--- src/rtl/uart_pkg.sv ---
// Shared UART definitions: receiver/transmitter state encoding, frame shape
// and the bit-timing helpers that turn clock and baud rates into cycle counts.
// No ports; imported by uart_rx, uart_sync's users, uart_rx_if and uart_tx.
package uart_pkg;

  // Receiver/transmitter frame state.
  typedef enum logic [1:0] {
    ST_IDLE  = 2'd0,
    ST_START = 2'd1,
    ST_DATA  = 2'd2,
    ST_STOP  = 2'd3
  } uart_state_t;

  // 8N1 framing.
  localparam int DATA_BITS = 8;
  localparam int STOP_BITS = 1;

  // System clocks per line bit (integer division, truncates).
  function automatic int calc_clks_per_bit(input int clock_hz, input int baud);
    return clock_hz / baud;
  endfunction

  // Offset from the start edge to the middle of the start bit.
  function automatic int calc_half_bit(input int clks_per_bit);
    return clks_per_bit / 2;
  endfunction

endpackage

--- src/rtl/uart_sync.sv ---
// Two-flop synchronizer bringing the asynchronous serial line into clk domain.
// Ports: clk, rst_n (async active-low), d (async in), q (synchronized out).
// Both flops reset to 1 so a line held idle-high sees no edge at reset release.
module uart_sync (
  input  logic clk,
  input  logic rst_n,
  input  logic d,
  output logic q
);

  logic meta;

  always_ff @(posedge clk or negedge rst_n) begin
    if (!rst_n) begin
      meta <= 1'b1;
      q    <= 1'b1;
    end else begin
      meta <= d;
      q    <= meta;
    end
  end

endmodule

--- src/rtl/uart_rx.sv ---
// 8N1 UART receiver with a one-byte holding register and valid/ready hand-off.
// Ports: clk, rst_n (async active-low), serial_rx line in, rx_ready/rx_valid/
// rx_data_out byte hand-off, rx_frame_err/rx_overrun pulses, rx_busy status.
// Latency: byte appears 3 + HALF_BIT + 9*CLKS_PER_BIT clocks after the start
// edge; a byte completing while the previous one is still held is dropped.
module uart_rx
  import uart_pkg::*;
#(
  parameter int CLOCK_FREQUENCY = 50000000,
  parameter int BAUD_RATE       = 9600
) (
  input  logic                 clk,
  input  logic                 rst_n,
  input  logic                 serial_rx,
  input  logic                 rx_ready,
  output logic [DATA_BITS-1:0] rx_data_out,
  output logic                 rx_valid,
  output logic                 rx_frame_err,
  output logic                 rx_overrun,
  output logic                 rx_busy
);

  localparam int CLKS_PER_BIT = calc_clks_per_bit(CLOCK_FREQUENCY, BAUD_RATE);
  localparam int HALF_BIT     = calc_half_bit(CLKS_PER_BIT);
  localparam int CNT_W        = $clog2(CLKS_PER_BIT);

  // Terminal counts: the counter runs 0..N-1, so N clocks elapse per period.
  localparam logic [CNT_W-1:0] BIT_LAST  = CNT_W'(CLKS_PER_BIT - 1);
  localparam logic [CNT_W-1:0] HALF_LAST = CNT_W'(HALF_BIT - 1);
  localparam logic [2:0]       IDX_LAST  = 3'(DATA_BITS - 1);

  uart_state_t          state, state_nxt;
  logic [CNT_W-1:0]     cnt, cnt_nxt;
  logic [2:0]           idx, idx_nxt;
  logic [DATA_BITS-1:0] shreg;
  logic                 rx_sync;
  logic                 shift_en;
  logic                 stop_smp;
  logic                 consume;

  uart_sync u_sync (
    .clk   (clk),
    .rst_n (rst_n),
    .d     (serial_rx),
    .q     (rx_sync)
  );

  // ---------------------------------------------------------------------------
  // Frame FSM: state and bit-timing registers.
  // ---------------------------------------------------------------------------
  always_ff @(posedge clk or negedge rst_n) begin
    if (!rst_n) begin
      state <= ST_IDLE;
      cnt   <= '0;
      idx   <= '0;
    end else begin
      state <= state_nxt;
      cnt   <= cnt_nxt;
      idx   <= idx_nxt;
    end
  end

  // Next-state logic. shift_en marks a data-bit sample, stop_smp the stop-bit
  // sample; the datapath below acts on those strobes.
  always_comb begin
    state_nxt = state;
    cnt_nxt   = cnt;
    idx_nxt   = idx;
    shift_en  = 1'b0;
    stop_smp  = 1'b0;

    case (state)
      ST_IDLE: begin
        cnt_nxt = '0;
        idx_nxt = '0;
        if (!rx_sync) begin
          state_nxt = ST_START;
        end
      end

      ST_START: begin
        if (cnt == HALF_LAST) begin
          cnt_nxt = '0;
          // A line already back high mid-start-bit was a glitch.
          state_nxt = rx_sync ? ST_IDLE : ST_DATA;
        end else begin
          cnt_nxt = cnt + CNT_W'(1);
        end
      end

      ST_DATA: begin
        if (cnt == BIT_LAST) begin
          cnt_nxt  = '0;
          shift_en = 1'b1;
          if (idx == IDX_LAST) begin
            idx_nxt   = '0;
            state_nxt = ST_STOP;
          end else begin
            idx_nxt = idx + 3'd1;
          end
        end else begin
          cnt_nxt = cnt + CNT_W'(1);
        end
      end

      ST_STOP: begin
        if (cnt == BIT_LAST) begin
          cnt_nxt  = '0;
          stop_smp = 1'b1;
          // Straight back to IDLE: the sample sits mid stop bit, so the next
          // start edge can be caught without an extra idle bit.
          state_nxt = ST_IDLE;
        end else begin
          cnt_nxt = cnt + CNT_W'(1);
        end
      end

      default: begin
        state_nxt = ST_IDLE;
        cnt_nxt   = '0;
        idx_nxt   = '0;
      end
    endcase
  end

  assign rx_busy = (state != ST_IDLE);

  // ---------------------------------------------------------------------------
  // Datapath: LSB-first shift register.
  // ---------------------------------------------------------------------------
  always_ff @(posedge clk or negedge rst_n) begin
    if (!rst_n) begin
      shreg <= '0;
    end else if (shift_en) begin
      shreg <= {rx_sync, shreg[DATA_BITS-1:1]};
    end
  end

  // ---------------------------------------------------------------------------
  // Holding register and status pulses.
  // A consume on the same edge as a good stop sample frees the register, so
  // the new byte is loaded and rx_valid never drops.
  // ---------------------------------------------------------------------------
  assign consume = rx_valid && rx_ready;

  always_ff @(posedge clk or negedge rst_n) begin
    if (!rst_n) begin
      rx_data_out  <= '0;
      rx_valid     <= 1'b0;
      rx_frame_err <= 1'b0;
      rx_overrun   <= 1'b0;
    end else begin
      rx_frame_err <= 1'b0;
      rx_overrun   <= 1'b0;

      if (stop_smp && rx_sync) begin
        if (!rx_valid || rx_ready) begin
          rx_data_out <= shreg;
          rx_valid    <= 1'b1;
        end else begin
          // Held byte still pending: keep it, drop the new one.
          rx_overrun <= 1'b1;
        end
      end else begin
        if (stop_smp) begin
          rx_frame_err <= 1'b1;
        end
        if (consume) begin
          rx_valid <= 1'b0;
        end
      end
    end
  end

endmodule

--- config.mk ---
export PLATFORM = sky130hd
export DESIGN_NAME = uart_rx
export DESIGN_NICKNAME = d
export VERILOG_FILES = /design/src/rtl/uart_pkg.sv /design/src/rtl/uart_sync.sv /design/src/rtl/uart_rx.sv
export SDC_FILE = /design/constraint.sdc
export NUM_CORES = 1
export LEC_CHECK = 0
export BUFFER_PORTS_ARGS = -buffer_cell sky130_fd_sc_hd__buf_4
export CAP_MARGIN = 10
export CORE_MARGIN = 5
export CORE_UTILIZATION = 42
export CTS_BUF_LIST = sky130_fd_sc_hd__clkbuf_4 sky130_fd_sc_hd__clkbuf_8
export CTS_CLUSTER_SIZE = 12
export DETAILED_ROUTE_END_ITERATION = 16
export PLACE_DENSITY_LB_ADDON = 0.15
export SLEW_MARGIN = 20
export SYNTH_ARGS = -nofsm -noshare
export SYNTH_HDL_FRONTEND = slang
export SYNTH_SLANG_ARGS = --single-unit
--- constraint.sdc ---
create_clock -name clk -period 2.5 [get_ports clk]
set_input_delay 0.25 -clock clk [delete_from_list [all_inputs] [get_ports clk]]
set_output_delay 0.25 -clock clk [all_outputs]
set_load 0.1 [all_outputs]
==> out/metrics.csv, run 1 <==
stage,metric,value,unit
setup_path,arrival,2430,ps
die,initial_utilization,0.439,
clock_network,clkSinkCount,39,
yosys,synth_ff_type,dfrtp_1,
clock_network,cts-resized-gates,0,
yosys,synth_area_leaders,"dfrtp_1 (52%), mux2_2 (10%), nand3_1 (4.5%)",
timing,fmax,441,MHz
finish,n_antenna_cell,0,
timing,fin_worst_skew,10.8,ps
timing,slew_violations,0,
power,powerDensity,609,nW/µm²
routing,drt_pre_antenna_iters,4,
die,die_area,5650,µm²
clock_network,clock_path_buffers,2,
yosys,netlist_instances,153,
timing,tightest_slew,505,ps
yosys,synthArstFlopShare,1.00,
global_routing,grt_overflow_total,0,
finish,final_nets,178,
routing,ant_nets,0,
setup_path,startpoint_type,flop,
setup_path,critPathMaxFanout,13,
setup_path,critical_path.startpoint,cnt[9],
power,peakVddDrop,0.000307,V
die,num_io_pins,16,
global_routing,groute.usage.overall,0.128,
global_routing,grt_pass1_vias,1150,
yosys,syn_nets,160,
placed_design,dpl.hpwl,2.25,mm
worst_hold_path,min-delay-start,serial_rx,
yosys,synth-seq-cells,39,
setup_path,r2r-start,cnt[9],
yosys,synth_most_common_cell,dfrtp_1,
clock_network,cts_hold_buf,1,
clock_network,clock-root-buffer,clkbuf_8,
routing,drtIter0Drc,48,
clock_network,clock_latency,290,ps
yosys,synth_top_area_share,0.519,
routing,drt-wirelength-per-cell,14.2,µm
timing,setup_viol,0,
yosys,synth_area_per_cell,11.7,µm²
power,totalPowerFinal,1.26,mW
finish,area_delta_synth_final,16.4,%
routing,drc_errors,0,
yosys,synth-edff-count,0,
placed_design,portBuffers,15,
die,fp.dieH,75.2,µm
die,placementRows,23,
clock_network,cts_setup_buffers,0,
die,die_w,75.2,µm
global_routing,antenna_found_initial,0,
timing,hold_violations,0,
routing,routed_via_density,5.27,
job,cap_violations,0,
status,status,finished clean,
yosys,synth.distinct_cells,30,
clock_network,numCtsBuffers,5,
placed_design,gp_congestion,0.805,
timing,relSlewSlack,0.661,
timing,period_share,0.908,
yosys,synth_common_cells,"dfrtp_1 (37), nor2_1 (17), mux2_2 (16), nand3_1 (16), xnor2_1 (9)",
setup_path,critPathKind,reg2reg,
timing,rsz0062_at_grt,false,
global_routing,grt_first_pass_wirelength,5.40,mm
routing,via_count,1170,
setup_path,cp-end-kind,flop,
setup_path,worst_ep_required_time,2660,ps
timing,tns,0,ps
global_routing,grt_max_degree,40,
die,core_area,4060,µm²
timing,min_period,2270,ps
clock_network,path_clk_slew,70,ps
yosys,synth_seq_area_share,0.549,
worst_hold_path,hold_path_class,in2reg,
routing,wirelength,3.14,mm
power,p_leak,0.934,nW
clock_network,ctsHtreeMaxLevel,2,
yosys,syn-cell-area,1780,µm²
yosys,yosysWarnings,0,
yosys,synth_largest_area_cell,dfrtp_1,
finish,drive_above_1_share,0.285,
clock_network,cts_tree,yes,
-- metal layers --
metal  share of wire  global-route usage  vias up
met1            0.48               0.167      576
li1                -                   -      570
met5               0                   0        -
met4           0.015              0.0408        0
met2            0.45               0.200       19
met3           0.051              0.0441        5
-- through the flow --
stage | hold WS, ps | cells | worst slack, ps | instance area [µm²] | util
after global routing | 52.5 | 222 | 130 | 2070 | 0.511
after global placement | 238 | 213 | 290 | 1930 | 0.475
after floorplan | -45.6 | 153 | 450 | 1780 | -
after detailed placement | 248 | 213 | 227 | 1930 | 0.475
after CTS | 61.5 | 222 | 213 | 2070 | 0.511
final | 71.5 | 222 | 230 | 2070 | 0.511
-- cell families after synthesis --
kind of cell	share of synthesized area
xor+xnor	0.0540
flops	0.549
buf+inv	0.0274
simple gates	0.218
fa+ha+maj	0.0211
mux	0.101
compound gates	0.0295
-- report_power, final --
part	switching, mW	internal, mW
Clock	0.214	0.398
Sequential	0.00148	0.633
Combinational	0.0120	0.00436
-- worst max-delay path, cell delays in order (launching register included) --
cell and delay, ps:
dfrtp_1 430, or4b_4 580, or4_1 650, a2bb2oi_4 390, nor2_1 100
-- worst paths after layout --
path / cells past startpoint / slack [ps] / end
hold reg to reg: 0 / 360 / u_sync.q
hold / removal: 1 / 70 / u_sync.meta
min in group asynchronous: 2 / 460 / shreg[2]
max in group asynchronous: 2 / 1670 / u_sync.q
setup reg to reg: 4 / 230 / cnt[10]
setup / recovery: 4 / 230 / cnt[10]
-- flip-flops by register name, summed over array words and instances, names as in the netlist, named ones only --
name and flops:
u_sync.q 1, u_sync.meta 1, rx_overrun 1, shreg 8
idx 3, rx_data_out 8, rx_valid 1, cnt 13
rx_frame_err 1, state 1
-- layout make-up --
cell class	instances	area, µm²
Clock buffer	5	68.8
Clock inverter	3	67.6
Fill cell	359	1980
Inverter	3	11.3
Multi-Input combinational cell	105	756
Sequential cell	39	978
Tap cell	50	62.6
Timing Repair Buffer	17	130
-- placed cells by master, fill, tap and decap left out --
cell type	synthesis	routed
a2bb2oi_4	1	1
a31oi_1	2	2
buf_4	0	16
bufinv_16	0	2
clkbuf_8	0	5
clkinvlp_4	0	1
dfrtp_1	37	37
dfstp_2	2	2
dlygate4sd3_1	0	1
ha_1	3	3
inv_1	3	3
mux2_2	16	16
nand2_1	8	8
nand2_2	1	1
nand2b_1	3	3
nand3_1	16	16
nand3b_1	2	2
nand4_1	3	3
nand4b_1	1	1
nor2_1	17	17
nor2b_1	2	2
nor3_1	6	6
nor4_1	2	2
nor4_2	1	1
nor4_4	1	1
nor4bb_1	1	1
o21ai_0	1	1
o22a_1	1	1
or2_2	2	2
or4_1	3	3
or4b_4	1	1
xnor2_1	9	9
xor2_1	2	2
(Power assumes the default switching activity.)
==> run 2, diff against run 1 <==
--- a/config.mk
+++ b/config.mk
@@ -5,6 +5,7 @@
 export SDC_FILE = /design/constraint.sdc
 export NUM_CORES = 1
 export LEC_CHECK = 0
+export ABC_AREA = 1
 export BUFFER_PORTS_ARGS = -buffer_cell sky130_fd_sc_hd__buf_4
 export CAP_MARGIN = 10
 export CORE_MARGIN = 5
==> run 2 against run 1 <==
Flip-flop and latch count stayed put. Final cell count is 24% higher. Total power is 15% lower. Sequential share of layout area is 0.23 points higher. Hold slack worse by 7.7 ps. Register-to-register slack better by 660 ps. Design area is 0.48% lower. Critical path type is now reg2out. Largest cell class unchanged. Highest routed layer unchanged.
==> out/metrics.csv, run 2 <==
stage,metric,value,unit,change
setup_path,r2r-start,cnt[0],,
finish,nFillCells,408,,+14%
setup_path,cp-end-kind,output pin,,
power,powerDensity,521,nW/µm²,-15%
die,fp.dieH,75.5,µm,+0.45%
yosys,netlist_instances,204,,+33%
routing,wirelength,3.19,mm,+1.5%
routing,drt-wirelength-per-cell,11.6,µm,-18%
power,totalPowerFinal,1.07,mW,-15%
worst_hold_path,worstHoldPathCells,1,,unchanged
routing,drtIter0Drc,79,,+65%
die,num_io_pins,16,,unchanged
status,status,finished clean,,
setup_path,path_cells,inv_1 -> nand2_1 -> buf_4,,
routing,drt_pre_antenna_iters,4,,unchanged
yosys,synth_most_common_cell,nand2_1,,
yosys,synth.distinct_cells,24,,-20%
timing,min_period,1690,ps,-582 ps
timing,slew_violations,0,,unchanged
yosys,synth-seq-cells,39,,unchanged
yosys,syn-cell-area,1800,µm²,+1.1%
timing,fin_worst_skew,9.65,ps,-1.16 ps
clock_network,clock_latency,290,ps,about the same
finish,drive_above_1_share,0.208,,-0.0769
worst_hold_path,min-delay-start,serial_rx,,
yosys,synth_common_cells,"nand2_1 (45), dfrtp_1 (37), inv_1 (31), nor2_1 (18), o21ai_0 (16)",,
clock_network,path_clk_slew,80,ps,about the same
global_routing,antenna_found_initial,0,,unchanged
power,peakVddDrop,0.000312,V,+1.6%
yosys,synth_ff_type,dfrtp_1,,
yosys,synth-edff-count,0,,unchanged
timing,tns,0,ps,unchanged
finish,final_nets,232,,+30%
finish,largest_register,cnt,,
die,placementRows,23,,unchanged
timing,rsz0062_at_grt,false,,
setup_path,cp_num_buf_inv,2,,+2
finish,n_antenna_cell,0,,unchanged
clock_network,ctsHtreeMaxLevel,2,,unchanged
setup_path,critPathMaxFanout,7,,-6
die,die_w,75.5,µm,+0.45%
routing,routed_via_density,4.73,,-10%
finish,area_delta_synth_final,14.6,%,
global_routing,grt_overflow_total,0,,unchanged
finish,mostFrequentLayoutCells,"nand2_1 (45), dfrtp_1 (37), inv_1 (31)",,
die,die_area,5700,µm²,+0.91%
placed_design,gp_congestion,0.825,,+2.5%
routing,ant_nets,0,,unchanged
yosys,syn_nets,211,,+32%
global_routing,groute.usage.overall,0.128,,about the same
timing,hold_violations,0,,unchanged
global_routing,grt_first_pass_wirelength,5.58,mm,+3.3%
power,swShare,0.226,,+0.0459
setup_path,ff2ff_setup_slack,890,ps,+660 ps
routing,drc_errors,0,,unchanged
yosys,yosysWarnings,0,,unchanged
power,p_int,0.832,mW,-20%
yosys,synth_top_area_share,0.514,,-0.00541
setup_path,crit_cells,3,,-1
clock_network,cts-resized-gates,0,,unchanged
finish,instances_no_fill,276,,+24%
worst_hold_path,holdPathEnd,u_sync.meta,,
setup_path,arrival,1440,ps,-990 ps
placed_design,dpl.hpwl,2.28,mm,+1.3%
yosys,synth_seq_area_share,0.543,,-0.00572
die,core_area,4090,µm²,+0.71%
timing,setup_viol,0,,unchanged
clock_network,cts_tree,yes,,
power,p_switching,0.243,mW,+6.7%
setup_path,ff2ff_path_depth,8,,+4
clock_network,clock_path_buffers,2,,unchanged
timing,relSlewSlack,0.678,,+0.0171
power,p_leak,0.981,nW,+5.0%
setup_path,startpoint_type,flop,,
setup_path,critPathSlowestCell,dfrtp_1,,
setup_path,critical_path.startpoint,state[0],,
power,pwr-share-seq,0.591,,+0.088
die,initial_utilization,0.441,,+0.00150
placed_design,dp_cells,267,,+25%
setup_path,critPathMaxStageDelay,420,ps,-230 ps
yosys,synth_area_per_cell,8.83,µm²,-24%
worst_hold_path,hold_path_class,in2reg,,
power,power_frac_comb,0.016,,+0.003
timing,tightest_slew,483,ps,-21.5 ps
yosys,synth_area_leaders,"dfrtp_1 (51%), nand2_1 (9.4%), inv_1 (6.5%)",,
clock_network,cts_setup_buffers,0,,unchanged
timing,period_share,0.675,,-0.233
finish,utilization,0.505,,-0.00605
setup_path,critPathKind,reg2out,,
clock_network,numCtsBuffers,5,,unchanged
clock_network,clock-root-buffer,clkbuf_8,,
routing,via_count,1305,,+12%
finish,largest_register_ffs,13,,unchanged
global_routing,grt_max_degree,40,,unchanged
yosys,synth_largest_area_cell,dfrtp_1,,
yosys,synthArstFlopShare,1.00,,unchanged
setup_path,r2r_end,rx_data_out[4],,
finish,layout.cells.most_common,nand2_1,,
finish,reg.largest.list,"cnt x13, rx_data_out x8, shreg x8",,
clock_network,clkSinkCount,39,,unchanged
placed_design,portBuffers,15,,unchanged
job,cap_violations,0,,unchanged
setup_path,worst_ep_required_time,2250,ps,-410 ps
power,clock_power_share,0.393,,-0.091
timing,fmax,593,MHz,+34%
global_routing,grt_pass1_vias,1260,,+9.6%
setup_path,path_delay_family,buffers and inverters,,
[run 2: cell families (layout without fill, tap and decap cells)]
group / count (synthesis) / count (layout) / share of synthesized area
AND/OR/NAND/NOR: 91 / 91 / 0.233
flip-flops: 39 / 39 / 0.543
buffers and inverters: 37 / 59 / 0.0812
AO/OA/AOI/OAI: 30 / 30 / 0.103
XOR/XNOR: 4 / 4 / 0.0194
adder cells (fa/ha/maj): 3 / 3 / 0.0208
[run 2: power groups by stage]
stage          Combinational, mW  Clock, mW  Sequential (mW)
2_1_floorplan            0.00110          0            0.647
3_3_place_gp              0.0173          0            0.648
3_5_place_dp              0.0176          0            0.648
4_1_cts                   0.0187      0.435            0.635
5_1_grt                   0.0208      0.465            0.635
6_report                  0.0174      0.422            0.635
[run 2: repair_timing]
| item | in CTS | in global routing |
|---|---|---|
| endpoints found under the setup margin | 0 | 0 |
| hold endpoints to repair | 37 | 0 |
| hold buffers | 1 | 0 |
[run 2: cell type report]
type                       count  area [µm²]  share of cell area
sequential                    39         978               0.474
timing repair buffer          17         130              0.0630
clock buffer                   5        68.8              0.0333
inverter                      34         128              0.0618
clock inverter                 3        20.0             0.00970
tap                           50        62.6              0.0303
multi-input combinational    128         677               0.328
[run 2: worst max path at each step]
stage	endpoint	slack [ps]
after CTS	rx_busy	810
after global routing	cnt[10]	730
after global placement	cnt[10]	960
after floorplan	state[0]	570
after detailed placement	rx_data_out[4]	860
final	rx_busy	810
[run 2: stage by stage]
| step | setup WS [ps] | hold WS (ps) | cell area (µm²) |
|---|---|---|---|
| 2_1_floorplan | 565 | -45.6 | 1800 |
| 3_3_place_gp | 958 | 247 | 1970 |
| 3_5_place_dp | 858 | 254 | 1970 |
| 4_1_cts | 812 | 56.5 | 2060 |
| 5_1_grt | 730 | 49.9 | 2060 |
| 6_report | 812 | 63.8 | 2060 |
[run 2: worst register-to-register path, stage by stage, from the launching register on]
cell,delay (ps)
dfrtp_1,380
ha_1,210
nand2_2,90
nor2_4,120
nand3_2,140
nor2_4,140
nand3_4,210
nand2_1,160
o21ai_2,60
[run 2: layer usage]
layer  global-route usage  part of all wire  up-vias
li1                     -                 -      678
met3               0.0396             0.030        4
met5                    0                 0        -
met1                0.180              0.53      607
met2                0.187              0.43       16
met4               0.0408            0.0088        0
==> run 3, diff against run 2 <==
--- a/config.mk
+++ b/config.mk
@@ -5,7 +5,7 @@
 export SDC_FILE = /design/constraint.sdc
 export NUM_CORES = 1
 export LEC_CHECK = 0
-export ABC_AREA = 1
+export ABC_AREA = 0
 export BUFFER_PORTS_ARGS = -buffer_cell sky130_fd_sc_hd__buf_4
 export CAP_MARGIN = 10
 export CORE_MARGIN = 5
==> constraint.sdc (replaced) <==
create_clock -name clk -period 1.7 [get_ports clk]
set_input_delay 0.17 -clock clk [delete_from_list [all_inputs] [get_ports clk]]
set_output_delay 0.17 -clock clk [all_outputs]
set_load 0.1 [all_outputs]
==> run 3 against run 2 <==
The run now ends with negative setup slack left. Combinational power is 72% higher. Total power is 63% higher. Sequential share of layout area is 6.6 points lower. Final cell count is 7.2% lower. Via count is 1.0% higher. Register-to-register slack worse by 1100 ps. Design area is 16% higher. Clock power is 86% higher.
==> out/metrics.csv, run 3 (synthesized netlist as in run 1, its figures left out) <==
stage,metric,value,unit,change
status,status,"complete, but fails checks",,
status,failed_checks,negative setup slack,,
routing,wl_met2,1.75,mm,+26%
clock_network,clock-root-buffer,clkbuf_8,,
routing,drtIter0Drc,42,,-47%
routing,via_count,1318,,+1.0%
timing,min_period,1910,ps,
clock_network,cts_tree,yes,,
timing,slew_violations,0,,unchanged
die,placementRows,23,,unchanged
die,num_io_pins,16,,unchanged
timing,rsz0062_at_grt,true,,
placed_design,portBuffers,15,,unchanged
routing,wl_met1,1.53,mm,-8.8%
worst_hold_path,holdPathEnd,rx_overrun,,
routing,drc_errors,0,,unchanged
global_routing,grt_max_degree,40,,unchanged
die,initial_utilization,0.439,,-0.00150
job,cap_violations,0,,unchanged
timing,fin_worst_skew,4.10,ps,-5.55 ps
clock_network,clock_path_buffers,2,,unchanged
placed_design,dpl.hpwl,2.64,mm,+16%
routing,highest_layer,met4,,
setup_path,arrival,2080,ps,+640 ps
die,die_w,75.2,µm,-0.45%
global_routing,grt_pass1_vias,1385,,+9.9%
global_routing,groute.usage.overall,0.145,,+0.0178
clock_network,ctsHtreeMaxLevel,2,,unchanged
finish,mostFrequentLayoutCells,"buf_4 (46), dfrtp_1 (36), nor2_1 (17)",,
timing,setup_viol,37,,+37
power,totalPowerFinal,1.75,mW,+63%
worst_hold_path,min-delay-start,rx_ready,,
finish,area_delta_synth_final,34.9,%,
setup_path,cp-end-kind,flop,,
global_routing,grt_first_pass_wirelength,6.13,mm,+10%
power,p_leak,1.13,nW,+15%
placed_design,gp_congestion,0.865,,+4.8%
global_routing,grt_overflow_total,0,,unchanged
routing,routed_via_density,5.15,,+8.9%
finish,drive_above_1_share,0.437,,+0.229
die,die_area,5650,µm²,-0.90%
die,fp.dieH,75.2,µm,-0.45%
timing,setup_slack,-211,ps,-1020 ps
clock_network,clkSinkCount,39,,unchanged
finish,layout.cells.most_common,buf_4,,
finish,final_nets,212,,-8.6%
routing,wl_met3,175,µm,+84%
placed_design,placed_cell_area,2220,µm²,+13%
clock_network,numCtsBuffers,5,,unchanged
worst_hold_path,worstHoldPathCells,3,,+2
setup_path,ff2ff_setup_slack,-210,ps,-1100 ps
timing,relSlewSlack,0.678,,about the same
timing,period_share,1.12,,
setup_path,startpoint_type,flop,,
setup_path,ff2ff_path_depth,5,,-3
finish,stdcell_area,2400,µm²,+16%
finish,reg.largest.list,"cnt x13, rx_data_out x8, shreg x8",,
routing,ant_nets,0,,unchanged
clock_network,clock_latency,290,ps,about the same
routing,drt-wirelength-per-cell,13.7,µm,+19%
timing,fmax,523,MHz,
die,core_area,4060,µm²,-0.70%
timing,tightest_slew,483,ps,-0.673 ps
routing,drt_pre_antenna_iters,4,,unchanged
setup_path,r2r_end,cnt[3],,
finish,utilization,0.593,,+0.0875
power,powerDensity,727,nW/µm²,+40%
setup_path,worst_ep_required_time,1870,ps,-380 ps
setup_path,r2r-start,cnt[3],,
finish,largest_register,cnt,,
finish,largest_register_ffs,13,,unchanged
timing,hold_ws,147,ps,+83.5 ps
global_routing,antenna_found_initial,0,,unchanged
power,peakVddDrop,0.000633,V,+100%
setup_path,critPathKind,reg2reg,,
finish,n_antenna_cell,0,,unchanged
timing,hold_violations,0,,unchanged
setup_path,critPathMaxFanout,13,,+6
worst_hold_path,hold_path_class,in2reg,,
clock_network,path_clk_slew,70,ps,about the same
routing,wirelength,3.51,mm,+10%
-- run 3: changes by cell type in the layout (fill, tap and decap cells not counted), moves of 7 or more --
cell / change
o21ai_2: -8
nand2_1: -37
buf_4: +30
o21ai_0: -16
nand3_1: +7
inv_1: -28
mux2_2: +14
xnor2_1: +9
-- run 3: metrics by stage --
stage	setup TNS (ps)	std cells	worst slack, ps
floorplan	-7320	153	-331
global placement	-6100	244	-190
detailed placement	-6950	244	-213
CTS	-6260	255	-217
global route	-8690	256	-282
finish	-5790	256	-211
-- run 3: worst max path at each step --
stage             from        endpoint  slack [ps]
4_1_cts        cnt[11]          cnt[3]        -220
2_1_floorplan  cnt[11]          cnt[2]        -330
5_1_grt        cnt[11]          cnt[3]        -280
6_report        cnt[3]          cnt[3]        -210
3_3_place_gp   cnt[11]          cnt[6]        -190
3_5_place_dp    cnt[1]  rx_data_out[5]        -210
-- run 3: repair_timing --
action / in CTS / in global routing
hold endpoints to repair: 38 / 0
hold buffers: 2 / 0
resized for setup: 6 / 3
endpoints found under the setup margin: 37 / 37
buffers inserted: 1 / 1
pin swaps: 1 / 6
-- run 3: final cells by class --
type	instances	area, µm²
multi-input combinational	105	823
fill	336	1650
inverter	3	11.3
clock buffer	6	82.6
clock inverter	2	35.0
sequential	39	982
timing repair buffer	51	408
tap	50	62.6
-- run 3: layer usage --
metal,GRT usage,vias to the layer above
li1,-,637
met1,0.179,645
met2,0.242,30
met3,0.0481,6
met4,0.0466,0
met5,0,-
-- run 3: critical path: stages (launching register included) --
cell and delay [ps]:
dfrtp_1 420, or4b_4 500, or4_4 520, a2bb2oi_4 160, buf_12 140, nor2_1 60
-- run 3: report_power, final --
part	switching, mW	internal, mW
registers	0.00136	0.932
clock network	0.310	0.475
logic	0.0199	0.0101
total	0.331	1.42
